<file path="config.mk">
export PLATFORM = sky130hd
export DESIGN_NAME = riscv_fetch
export DESIGN_NICKNAME = d
export VERILOG_FILES = /design/src/rtl/riscv_fetch.sv
export SDC_FILE = /design/constraint.sdc
export NUM_CORES = 1
export LEC_CHECK = 0
export ABC_AREA = 1
export BUFFER_PORTS_ARGS = -buffer_cell sky130_fd_sc_hd__buf_4
export CAP_MARGIN = 5
export CORE_MARGIN = 2
export CORE_UTILIZATION = 47
export CTS_BUF_LIST = sky130_fd_sc_hd__clkbuf_4 sky130_fd_sc_hd__clkbuf_8
export DETAILED_ROUTE_END_ITERATION = 8
export GPL_TIMING_DRIVEN = 0
export HOLD_SLACK_MARGIN = 0.12
export PLACE_DENSITY = 0.66
export SYNTH_ARGS = -nofsm -noshare
export SYNTH_HDL_FRONTEND = slang
export SYNTH_SLANG_ARGS = --single-unit
</file>
<file path="constraint.sdc">
create_clock -name clk -period 12.3 [get_ports clk]
set_clock_uncertainty 0.1 [all_clocks]
set_input_delay 2.46 -clock clk [delete_from_list [all_inputs] [get_ports clk]]
set_output_delay 2.46 -clock clk [all_outputs]
set_load 0.01 [all_outputs]
</file>
<file path="src/rtl/riscv_fetch.sv">
// riscv_fetch: instruction prefetcher with credit-limited req/gnt/rvalid fetch, prefetch FIFO and redirect flush
module riscv_fetch #(
  parameter int          DEPTH    = 4,
  parameter logic [29:0] RESET_PC = 30'h0
) (
  input  logic        clk,
  input  logic        rst_n,
  input  logic        redirect_valid,
  input  logic [29:0] redirect_pc,
  output logic        instr_valid,
  output logic [31:0] instr,
  output logic [29:0] instr_pc,
  input  logic        instr_ready,
  output logic        mem_req,
  output logic [29:0] mem_addr,
  input  logic        mem_gnt,
  input  logic        mem_rvalid,
  input  logic [31:0] mem_rdata
);
  localparam int AW = $clog2(DEPTH);
  localparam int CW = AW + 1;
  typedef enum logic [1:0] {IDLE, RUN, FLUSH} state_t;
  state_t          r_state, w_state_nxt;
  logic [29:0]     r_fetch_pc, r_resp_pc;
  logic [CW-1:0]   r_outstanding, r_drain, r_count, w_drain_nxt;
  logic [AW-1:0]   r_wptr, r_rptr;
  logic [31:0]     r_data [DEPTH];
  logic [29:0]     r_pc   [DEPTH];
  logic [CW:0]     w_credit;
  logic            w_run, w_grant, w_push, w_pop;
  assign w_run       = r_state == RUN;
  assign w_credit    = {1'b0, r_count} + {1'b0, r_outstanding};
  assign mem_req     = w_run && !redirect_valid && (w_credit < (CW+1)'(DEPTH));
  assign mem_addr    = r_fetch_pc;
  assign w_grant     = mem_req && mem_gnt;
  assign w_push      = w_run && mem_rvalid && !redirect_valid;
  assign instr_valid = r_count != '0;
  assign w_pop       = instr_valid && instr_ready;
  assign instr       = instr_valid ? r_data[r_rptr] : '0;
  assign instr_pc    = instr_valid ? r_pc[r_rptr] : '0;
  // responses still in flight at a redirect become the drain count; in FLUSH each rvalid retires one
  assign w_drain_nxt = (r_state == FLUSH) ? r_drain - CW'(mem_rvalid && r_drain != '0) :
                       (w_run && redirect_valid) ? r_outstanding + CW'(w_grant) - CW'(mem_rvalid) : '0;
  always_comb begin
    w_state_nxt = r_state;
    if (r_state == IDLE) w_state_nxt = RUN;
    else if (r_state == FLUSH || redirect_valid) w_state_nxt = (w_drain_nxt == '0) ? RUN : FLUSH;
  end
  always_ff @(posedge clk or negedge rst_n) begin
    if (!rst_n) begin
      r_state       <= IDLE;
      r_fetch_pc    <= RESET_PC;
      r_resp_pc     <= RESET_PC;
      r_outstanding <= '0;
      r_drain       <= '0;
      r_count       <= '0;
      r_wptr        <= '0;
      r_rptr        <= '0;
    end else begin
      r_state <= w_state_nxt;
      r_drain <= w_drain_nxt;
      if (redirect_valid) begin
        r_fetch_pc    <= redirect_pc;
        r_resp_pc     <= redirect_pc;
        r_outstanding <= '0;
        r_count       <= '0;
        r_wptr        <= '0;
        r_rptr        <= '0;
      end else begin
        if (w_grant) r_fetch_pc <= r_fetch_pc + 30'd1;
        if (w_push) r_resp_pc <= r_resp_pc + 30'd1;
        if (w_push) r_wptr <= r_wptr + 1'b1;
        if (w_pop) r_rptr <= r_rptr + 1'b1;
        r_outstanding <= r_outstanding + CW'(w_grant) - CW'(w_push);
        r_count       <= r_count + CW'(w_push) - CW'(w_pop);
      end
    end
  end
  always_ff @(posedge clk) begin
    if (w_push) begin
      r_data[r_wptr] <= mem_rdata;
      r_pc[r_wptr]   <= r_resp_pc;
    end
  end
  a_no_overflow: assert property (@(posedge clk) disable iff (!rst_n) !(w_push && r_count == CW'(DEPTH)));
endmodule

</file>
# After elaboration in Yosys (flattened, before gate mapping)
# Memories as Yosys holds them, arrays and structs flattened.
# Index checks and enable logic that the tools add are counted.
dict set report word_totals {
  register_bits 75
  latchBits 0
  ramBits 248
  mem_bits_ro 0
  inputBits 68
  output_inout_bits 94
  word_cells 61
  memories 2
}
dict set report op_classes {
  n_addsub 11
  n_mul 0
  n_div 0
  magnitude_cmp 1
  n_eq_ne 2
  shift 0
  n_mux 19
  n_bitwise 0
  n_reduce_logical 18
}
# memory words width read_ports rd_ports_with_merged_regs wr line
set mem_list {}
lappend mem_list {r_data 4 32 1 0 1 27} ;# logic [31:0] r_data [DEPTH];
lappend mem_list {r_pc 4 30 1 0 1 28} ;# logic [29:0] r_pc [DEPTH];
# op n
set op_table {}
lappend op_table {{2-to-1 mux 30 bit} 5}
lappend op_table {{adder 30 x 1 -> 30 bit (second input constant)} 2}
lappend op_table {{2-to-1 mux 32 bit} 1}
lappend op_table {{2-to-1 mux 2 bit} 7}
lappend op_table {{2-to-1 mux 3 bit} 4}
lappend op_table {{subtractor 3 x 1 -> 3 bit} 4}
lappend op_table {{logical AND 1 bit} 8}
lappend op_table {{nonzero test 2 bit} 4}
lappend op_table {{adder 3 x 1 -> 3 bit} 2}
lappend op_table {{nonzero test 3 bit} 2}
lappend op_table {{adder 2 x 1 -> 2 bit (second input constant)} 2}
lappend op_table {{adder 3 x 3 -> 4 bit} 1}
lappend op_table {{less-than comparator 4 x 3 -> 1 bit (second input constant)} 1}
lappend op_table {{logical NOT 3 bit} 1}
lappend op_table {{equality test 2 x 1 -> 1 bit (second input constant)} 1}
lappend op_table {{equality test 2 bit (second input constant)} 1}
lappend op_table {{logical NOT 2 bit} 1}
lappend op_table {{2-to-1 mux 1 bit} 2}
lappend op_table {{logical NOT 1 bit} 1}
lappend op_table {{logical OR 1 bit} 1}

# Longest topological paths before layout
# Gate-level depths: netlist of run 1.
dict set report logic_depth {
  word_depth 12
  mapped_depth 16
  depth_no_buf 16
}

# Worst setup path before layout of run 1
# No wires, ideal clock.
dict set report synth_path {
  path_type {input to register}
  start {in redirect_valid}
  end {mem r_data[0][0] (enable)}
  setup_ns 0.482
  t_arrival_ns 5.664
  required_time_ns 11.718
  path_slack_ns 6.054
  path_stages 5
  path_buffers 2
  path_cell_list {buf_6 inv_2 nand2_1 clkbuf_1 nor2_1}
}
dict set report synth_via {
  elab_chain_len 4
}
# element line
set synth_rtl {}
lappend synth_rtl {{from (decl)} 8} ;# input logic redirect_valid,
lappend synth_rtl {{logical NOT 1 bit} 36} ;# assign w_push = w_run && mem_rvalid && !redirect_valid;
lappend synth_rtl {{logical AND 1 bit} 36}
lappend synth_rtl {{2-to-1 mux 1 bit} 80} ;# if (w_push) begin
lappend synth_rtl {{2-to-1 mux 1 bit (implied by the code)} 81} ;# r_data[r_wptr] <= mem_rdata;
lappend synth_rtl {{to (decl)} 27}
# Every way passes these cells.

# Worst setup path after layout of run 1
dict set report layout_path {
  start {in redirect_valid}
  end {out mem_req}
}
dict set report layout_via {
  elab_chain_len 3
}
# element line
set layout_rtl {}
lappend layout_rtl {{logical NOT 1 bit} 33} ;# assign mem_req = w_run && !redirect_valid && (w_credit < (CW+1)'(DEPTH));
lappend layout_rtl {{logical AND 1 bit (2 in series)} 33}
lappend layout_rtl {{to (decl)} 14} ;# output logic mem_req,
# Every way passes these cells.

==> impl_metrics.json, run 1 <==
{
  "layoutNonFillerInstCount": 2165,
  "reg2regPathDepth": 8,
  "drtAntennaViolNets": 0,
  "vias": 11472,
  "synth_compound_area_share_pct": 9.59,
  "grt_setup_unrepaired": "false",
  "place_ws_ns": 6.47,
  "outcome": "finished, final reports clean",
  "min_period_ns": 5.79,
  "syn_avg_cell_area_um2": 9.71,
  "avgViaCountPerCell": 5.30,
  "cts_root_buf": "clkbuf_8",
  "hold_path.class": "flip-flop to flip-flop",
  "hold-path-cell-count": 2,
  "grt.overflow.total": 0,
  "critPathArrivalTime_ns": 3.23,
  "die_y_um": 181,
  "routed_wl_um": 37800,
  "clk_latency_ns": 0.57,
  "synth_edf_count": 248,
  "pin_count": 162,
  "gp_congestion": 0.905,
  "fp.coreArea_mm2": 0.0307,
  "relSlewSlack_pct": 28.1,
  "synth_top_family_by_area": "simple AND/OR/NAND/NOR gates",
  "report.final.slew_viol_count": 0,
  "antenna_found_initial": 0,
  "post_cts_buffers": 0,
  "cts.sinks": 323,
  "grt_usage_pct": 22.9,
  "holdBufCountCts": 0,
  "start_kind": "primary input",
  "p_leak_uw": 0.00715,
  "grt_pass1_wl_um": 59300,
  "std_cell_rows": 64,
  "finalSetupViolCount": 0,
  "layout.cells.most_common_list": "355 x nor2_1, 248 x edfxtp_1, 232 x nand2_1, 163 x buf_4, 154 x o21ai_0",
  "synth_ff_type": "edfxtp_1",
  "power_density_mw_per_mm2": 187,
  "fin_setup_tns_ns": 0,
  "worstReg2RegStart": "r_state[1]",
  "required_ns": 9.74,
  "synth.distinct_cells": 34,
  "grt_pass1_vias": 11000,
  "io_buffers": 160,
  "fmax_mhz": 173,
  "whs_ns": 0.412,
  "synthAdderAreaFrac_pct": 1.67,
  "synth_xor_area_share_pct": 0.895,
  "die_x_um": 181,
  "fin_nets": 1820,
  "synth-simple-area-share_pct": 19.3,
  "synth_area_mm2": 0.0147,
  "start_util_pct": 47.9,
  "tightest_slew_ns": 1.08,
  "syn-num-nets": 1598,
  "post_cts_resized": 0,
  "placed_cells": 2075,
  "cts-buffers-inserted": 52,
  "dieArea_mm2": 0.0327,
  "fin_crit_sh_pct": 47.1,
  "endpoint_kind": "primary output",
  "cts.reportedPaths.clkPinSlew_ns": 0.06,
  "muxShareOfSynthArea_pct": 0,
  "antenna_cells": 0,
  "clockBufferDepth": 3,
  "dp_hpwl_um": 25300,
  "syn-instance-count": 1511,
  "drive_gt1_share_pct": 15.8,
  "wl_per_cell_um": 17.5,
  "worstPathMaxFanout": 10,
  "synth.ff_latch_count": 323,
  "drv_cap": 0,
  "area_growth_pct": 19.8,
  "dr.pass1.iters": 5,
  "crit_type": "primary input to primary output",
  "grt_max_degree": 76,
  "drcViolationCount": 0,
  "yosysWarnings": 0,
  "ys_async_sr_fraction_pct": 23.2,
  "hold_path.startpoint": "r_state[0]",
  "dr.first_iter.drc_count": 896,
  "crit_start": "redirect_valid",
  "fin_ws_ns": 6.51,
  "power.ir.vdd_worst_mv": 0.0814,
  "htreeDepth": 2,
  "cts_tree": "done",
  "synth-seq-area-share_pct": 63.5,
  "final_common_cell": "nor2_1",
  "hold_viol": 0
}
path summary, 6_finish.rpt:
kind / endpoint / slack [ns]
worst min-delay path: r_state[1] / 0.41
min in group asynchronous: mem_addr[6] / 1.96
worst min register to register: r_state[1] / 0.41
worst max-delay path: mem_req / 6.51
worst max register to register: r_data[2][8] / 9.15
max in group asynchronous: r_state[0] / 9.42
area by class of cell:
cell class / count / area, µm²
timing repair buffer: 168 / 1370
tap: 396 / 495
multi-input combinational: 1003 / 4640
fill: 2672 / 13100
inverter: 122 / 458
buffer: 63 / 280
clock buffer: 74 / 900
sequential: 323 / 9320
clock inverter: 16 / 106
report_power, final:
part / internal, µW / switching (µW) / total, µW
Sequential: 1300 / 110 / 1410
Combinational: 372 / 607 / 979
Clock: 491 / 407 / 897
Total: 2160 / 1120 / 3280
stage by stage:
stage                     power [µW]  utilization [%]  instance area, µm²
final                           3280             57.3               17600
after global routing            3470             57.3               17600
after CTS                       3310             57.3               17600
after detailed placement        2410             54.0               16600
after global placement          2380             53.4               16400
after floorplan                 1940                -               14700
cells in the mapped netlist (all sizes together) (2+ instances only):
cell type	number	area, µm²
a21oi	88	440
ha	18	225
a31oi	6	37.5
nor2	363	1380
and2	2	12.5
inv	121	454
xor2	11	96.3
o221ai	2	17.5
o22ai	2	12.5
buf	23	130
dfrtp	75	1880
nand2	233	882
o21bai	5	37.5
clkbuf	40	150
xnor2	4	35.0
edfxtp	248	7450
nor3	12	60.1
o21ai	154	771
o211ai	11	82.6
nand4	11	68.8
nand3b	5	37.5
nand3	73	378
cells by family (layout without fill, tap and decap cells):
logic type,Yosys count,in the layout
XOR/XNOR,15,15
AND/OR/NAND/NOR,700,700
adder cells (fa/ha/maj),19,19
flip-flops,323,323
buffers and inverters,185,443
AO/OA/AOI/OAI,269,269
critical path, cell delays in order:
cell and delay, ns:
buf_6 0.13, or2_4 0.27, nor3_1 0.21, buf_4 0.16
metal layers:
metal / part of all wire (%) / vias to the layer above / track usage, % / wire length [µm]
li1: - / 5527 / - / -
met1: 44 / 5429 / 31.9 / 16600
met2: 47 / 444 / 37.3 / 17600
met3: 6.7 / 72 / 3.43 / 2550
met4: 2.7 / 0 / 7.13 / 1020
met5: 0 / - / 0 / 0
sequential cells by signal (all words and copies together) (netlist names):
register / flops
mem_addr: 30
r_count: 3
r_data: 128
r_drain: 3
r_outstanding: 3
r_pc: 120
r_resp_pc: 30
r_rptr: 2
r_state: 2
r_wptr: 2
Note: power is estimated with default switching activity, not from simulation.
==> inputs of run 2 (changes only) <==
--- a/config.mk
+++ b/config.mk
@@ -5,7 +5,7 @@
 export SDC_FILE = /design/constraint.sdc
 export NUM_CORES = 1
 export LEC_CHECK = 0
-export ABC_AREA = 1
+export ABC_AREA = 0
 export BUFFER_PORTS_ARGS = -buffer_cell sky130_fd_sc_hd__buf_4
 export CAP_MARGIN = 5
 export CORE_MARGIN = 2
==> constraint.sdc (replaced) <==
create_clock -name clk -period 5.4 [get_ports clk]
set_clock_uncertainty 0.1 [all_clocks]
set_input_delay 1.08 -clock clk [delete_from_list [all_inputs] [get_ports clk]]
set_output_delay 1.08 -clock clk [all_outputs]
set_load 0.01 [all_outputs]
==> impl_metrics.json, run 2 <==
{
  "power.ir.vdd_worst_mv": 0.204,
  "start_kind": "flip-flop",
  "syn_avg_cell_area_um2": 15.2,
  "synthTopCellsByCount": "248 x edfxtp_1, 75 x dfrtp_1, 71 x and2_1, 62 x mux4_2, 51 x nor2_1",
  "layoutNonFillerInstCount": 1571,
  "cts_tree": "done",
  "placed_cells": 1476,
  "die_x_um": 177,
  "cts.sinks": 323,
  "grt_pass1_vias": 8910,
  "ys_async_sr_fraction_pct": 23.2,
  "syn-instance-count": 922,
  "dr.first_iter.drc_count": 721,
  "synth_edf_count": 248,
  "dr.pass1.iters": 6,
  "fin_setup_tns_ns": 0,
  "fin_area_mm2": 0.0170,
  "drcViolationCount": 0,
  "power_uw": 7150,
  "dp_hpwl_um": 21300,
  "top_register": "r_data",
  "synthTopCellsByArea": "edfxtp_1 53%, dfrtp_1 13%, mux4_2 9.9%",
  "grt_usage_pct": 20.8,
  "cp.depth": 5,
  "grt.overflow.total": 0,
  "finalSetupViolCount": 0,
  "synth-seq-area-share_pct": 66.4,
  "largest_reg_flops": 128,
  "post_cts_resized": 0,
  "pin_count": 162,
  "grt_setup_unrepaired": "false",
  "reg2regPathDepth": 13,
  "hold-path-cell-count": 0,
  "synth_top_cell_by_area": "edfxtp_1",
  "cts_root_buf": "clkbuf_8",
  "avgViaCountPerCell": 5.72,
  "vias": 8989,
  "endpoint_kind": "primary output",
  "clockBufferDepth": 3,
  "start_util_pct": 47.5,
  "final_common_cell": "edfxtp_1",
  "hold_path.class": "flip-flop to flip-flop",
  "fmax_mhz": 236,
  "grt_pass1_wl_um": 49900,
  "syn-num-nets": 1009,
  "crit_buf_inv": 3,
  "antenna_found_initial": 0,
  "synth.ff_latch_count": 323,
  "synth_ff_type": "edfxtp_1",
  "routed_wl_um": 32300,
  "clk_latency_ns": 0.59,
  "drtAntennaViolNets": 0,
  "slowest_stage": "buf_1",
  "io_buffers": 160,
  "critPathArrivalTime_ns": 3.06,
  "dieArea_mm2": 0.0313,
  "report.final.slew_viol_count": 0,
  "synth_area_mm2": 0.0140,
  "fin_crit_sh_pct": 78.6,
  "tightest_slew_ns": 1.30,
  "path_cells": "clkbuf_1, buf_1, mux4_2, and2_1, buf_4",
  "htreeDepth": 2,
  "yosysWarnings": 0,
  "gp_congestion": 0.858,
  "fp.coreArea_mm2": 0.0296,
  "min_period_ns": 4.24,
  "p_leak_uw": 0.00605,
  "largestRegisters": "r_data (128), r_pc (120)",
  "post_cts_buffers": 0,
  "dpl-instance-area_mm2": 0.0159,
  "crit_type": "flip-flop to primary output",
  "required_ns": 4.22,
  "cpPeakStageDelay_ns": 0.69,
  "drv_cap": 0,
  "antenna_cells": 0,
  "worstPathMaxFanout": 10,
  "post-synth-top-count-cell": "edfxtp_1",
  "hold_viol": 0,
  "cts-buffers-inserted": 53,
  "synth_top_area_share_pct": 53.0,
  "grt_max_degree": 76,
  "fin_nets": 1228,
  "area_growth_pct": 20.8,
  "die_y_um": 177,
  "synth.distinct_cells": 56,
  "cpLargestDelayFamily": "buffers and inverters",
  "power_density_mw_per_mm2": 421,
  "wl_per_cell_um": 20.6,
  "relSlewSlack_pct": 12.2,
  "layout.cells.most_common_list": "248 x edfxtp_1, 160 x buf_4, 75 x dfrtp_1, 71 x and2_1, 62 x mux4_2",
  "cts.reportedPaths.clkPinSlew_ns": 0.06,
  "drive_gt1_share_pct": 27.9,
  "std_cell_rows": 63,
  "outcome": "finished, final reports clean",
  "holdBufCountCts": 0
}
run 2: cell types whose count changed in the layout (fill, tap and decap cells not counted), sizes merged, moves of 62 or more:
cell,delta
mux4,+62
nand2,-202
a21oi,-79
nor2,-312
and2,+70
inv,-97
o21ai,-141
run 2: cell type report:
type,instances,area [µm²]
timing repair buffer,164,1310
clock inverter,28,262
inverter,24,90.1
tap,390,488
sequential,323,9320
buffer,50,209
clock buffer,67,835
fill,2420,12600
multi-input combinational,525,4440
run 2: worst paths after layout:
path                                        from  slack [ns]            end
worst min register to register     r_resp_pc[29]        0.45    r_pc[2][29]
worst max-delay path                   r_rptr[0]        1.16   instr_pc[28]
worst max register to register  r_outstanding[2]        1.90     r_state[1]
worst min-delay path               r_resp_pc[29]        0.45    r_pc[2][29]
min in group asynchronous                  rst_n        0.57   mem_addr[26]
max in group asynchronous                  rst_n        3.96  r_resp_pc[18]
run 2: power by group:
group | internal, µW | switching (µW) | leakage (µW)
logic | 957 | 946 | 0.00233
registers | 2890 | 149 | 0.00313
clock network | 1250 | 953 | 0.000578
run 2: kinds of logic after synthesis:
logic type	count (synthesis)	share of synthesized area (%)
flip-flops	323	66.4
AND/OR/NAND/NOR	315	12.7
AO/OA/AOI/OAI	106	5.47
adder cells (fa/ha/maj)	19	1.75
XOR/XNOR	18	1.22
multiplexers	67	10.3
buffers and inverters	74	2.13
run 2: metal layers:
layer | share of wire, % | up-vias | GRT usage (%) | wire (µm)
met2 | 47 | 356 | 33.0 | 15100
li1 | - | 4099 | - | -
met5 | 0 | - | 0 | 0
met4 | 1.9 | 0 | 5.96 | 607
met1 | 45 | 4482 | 29.4 | 14400
met3 | 6.9 | 52 | 4.21 | 2220
run 2: stage by stage:
stage	setup slack (ns)	util (%)	hold slack, ns
2_1_floorplan	1.51	-	0.374
3_3_place_gp	-0.135	53.2	0.432
3_5_place_dp	1.35	53.7	0.442
4_1_cts	1.00	57.4	0.451
5_1_grt	0.915	57.4	0.470
6_report	1.16	57.4	0.453
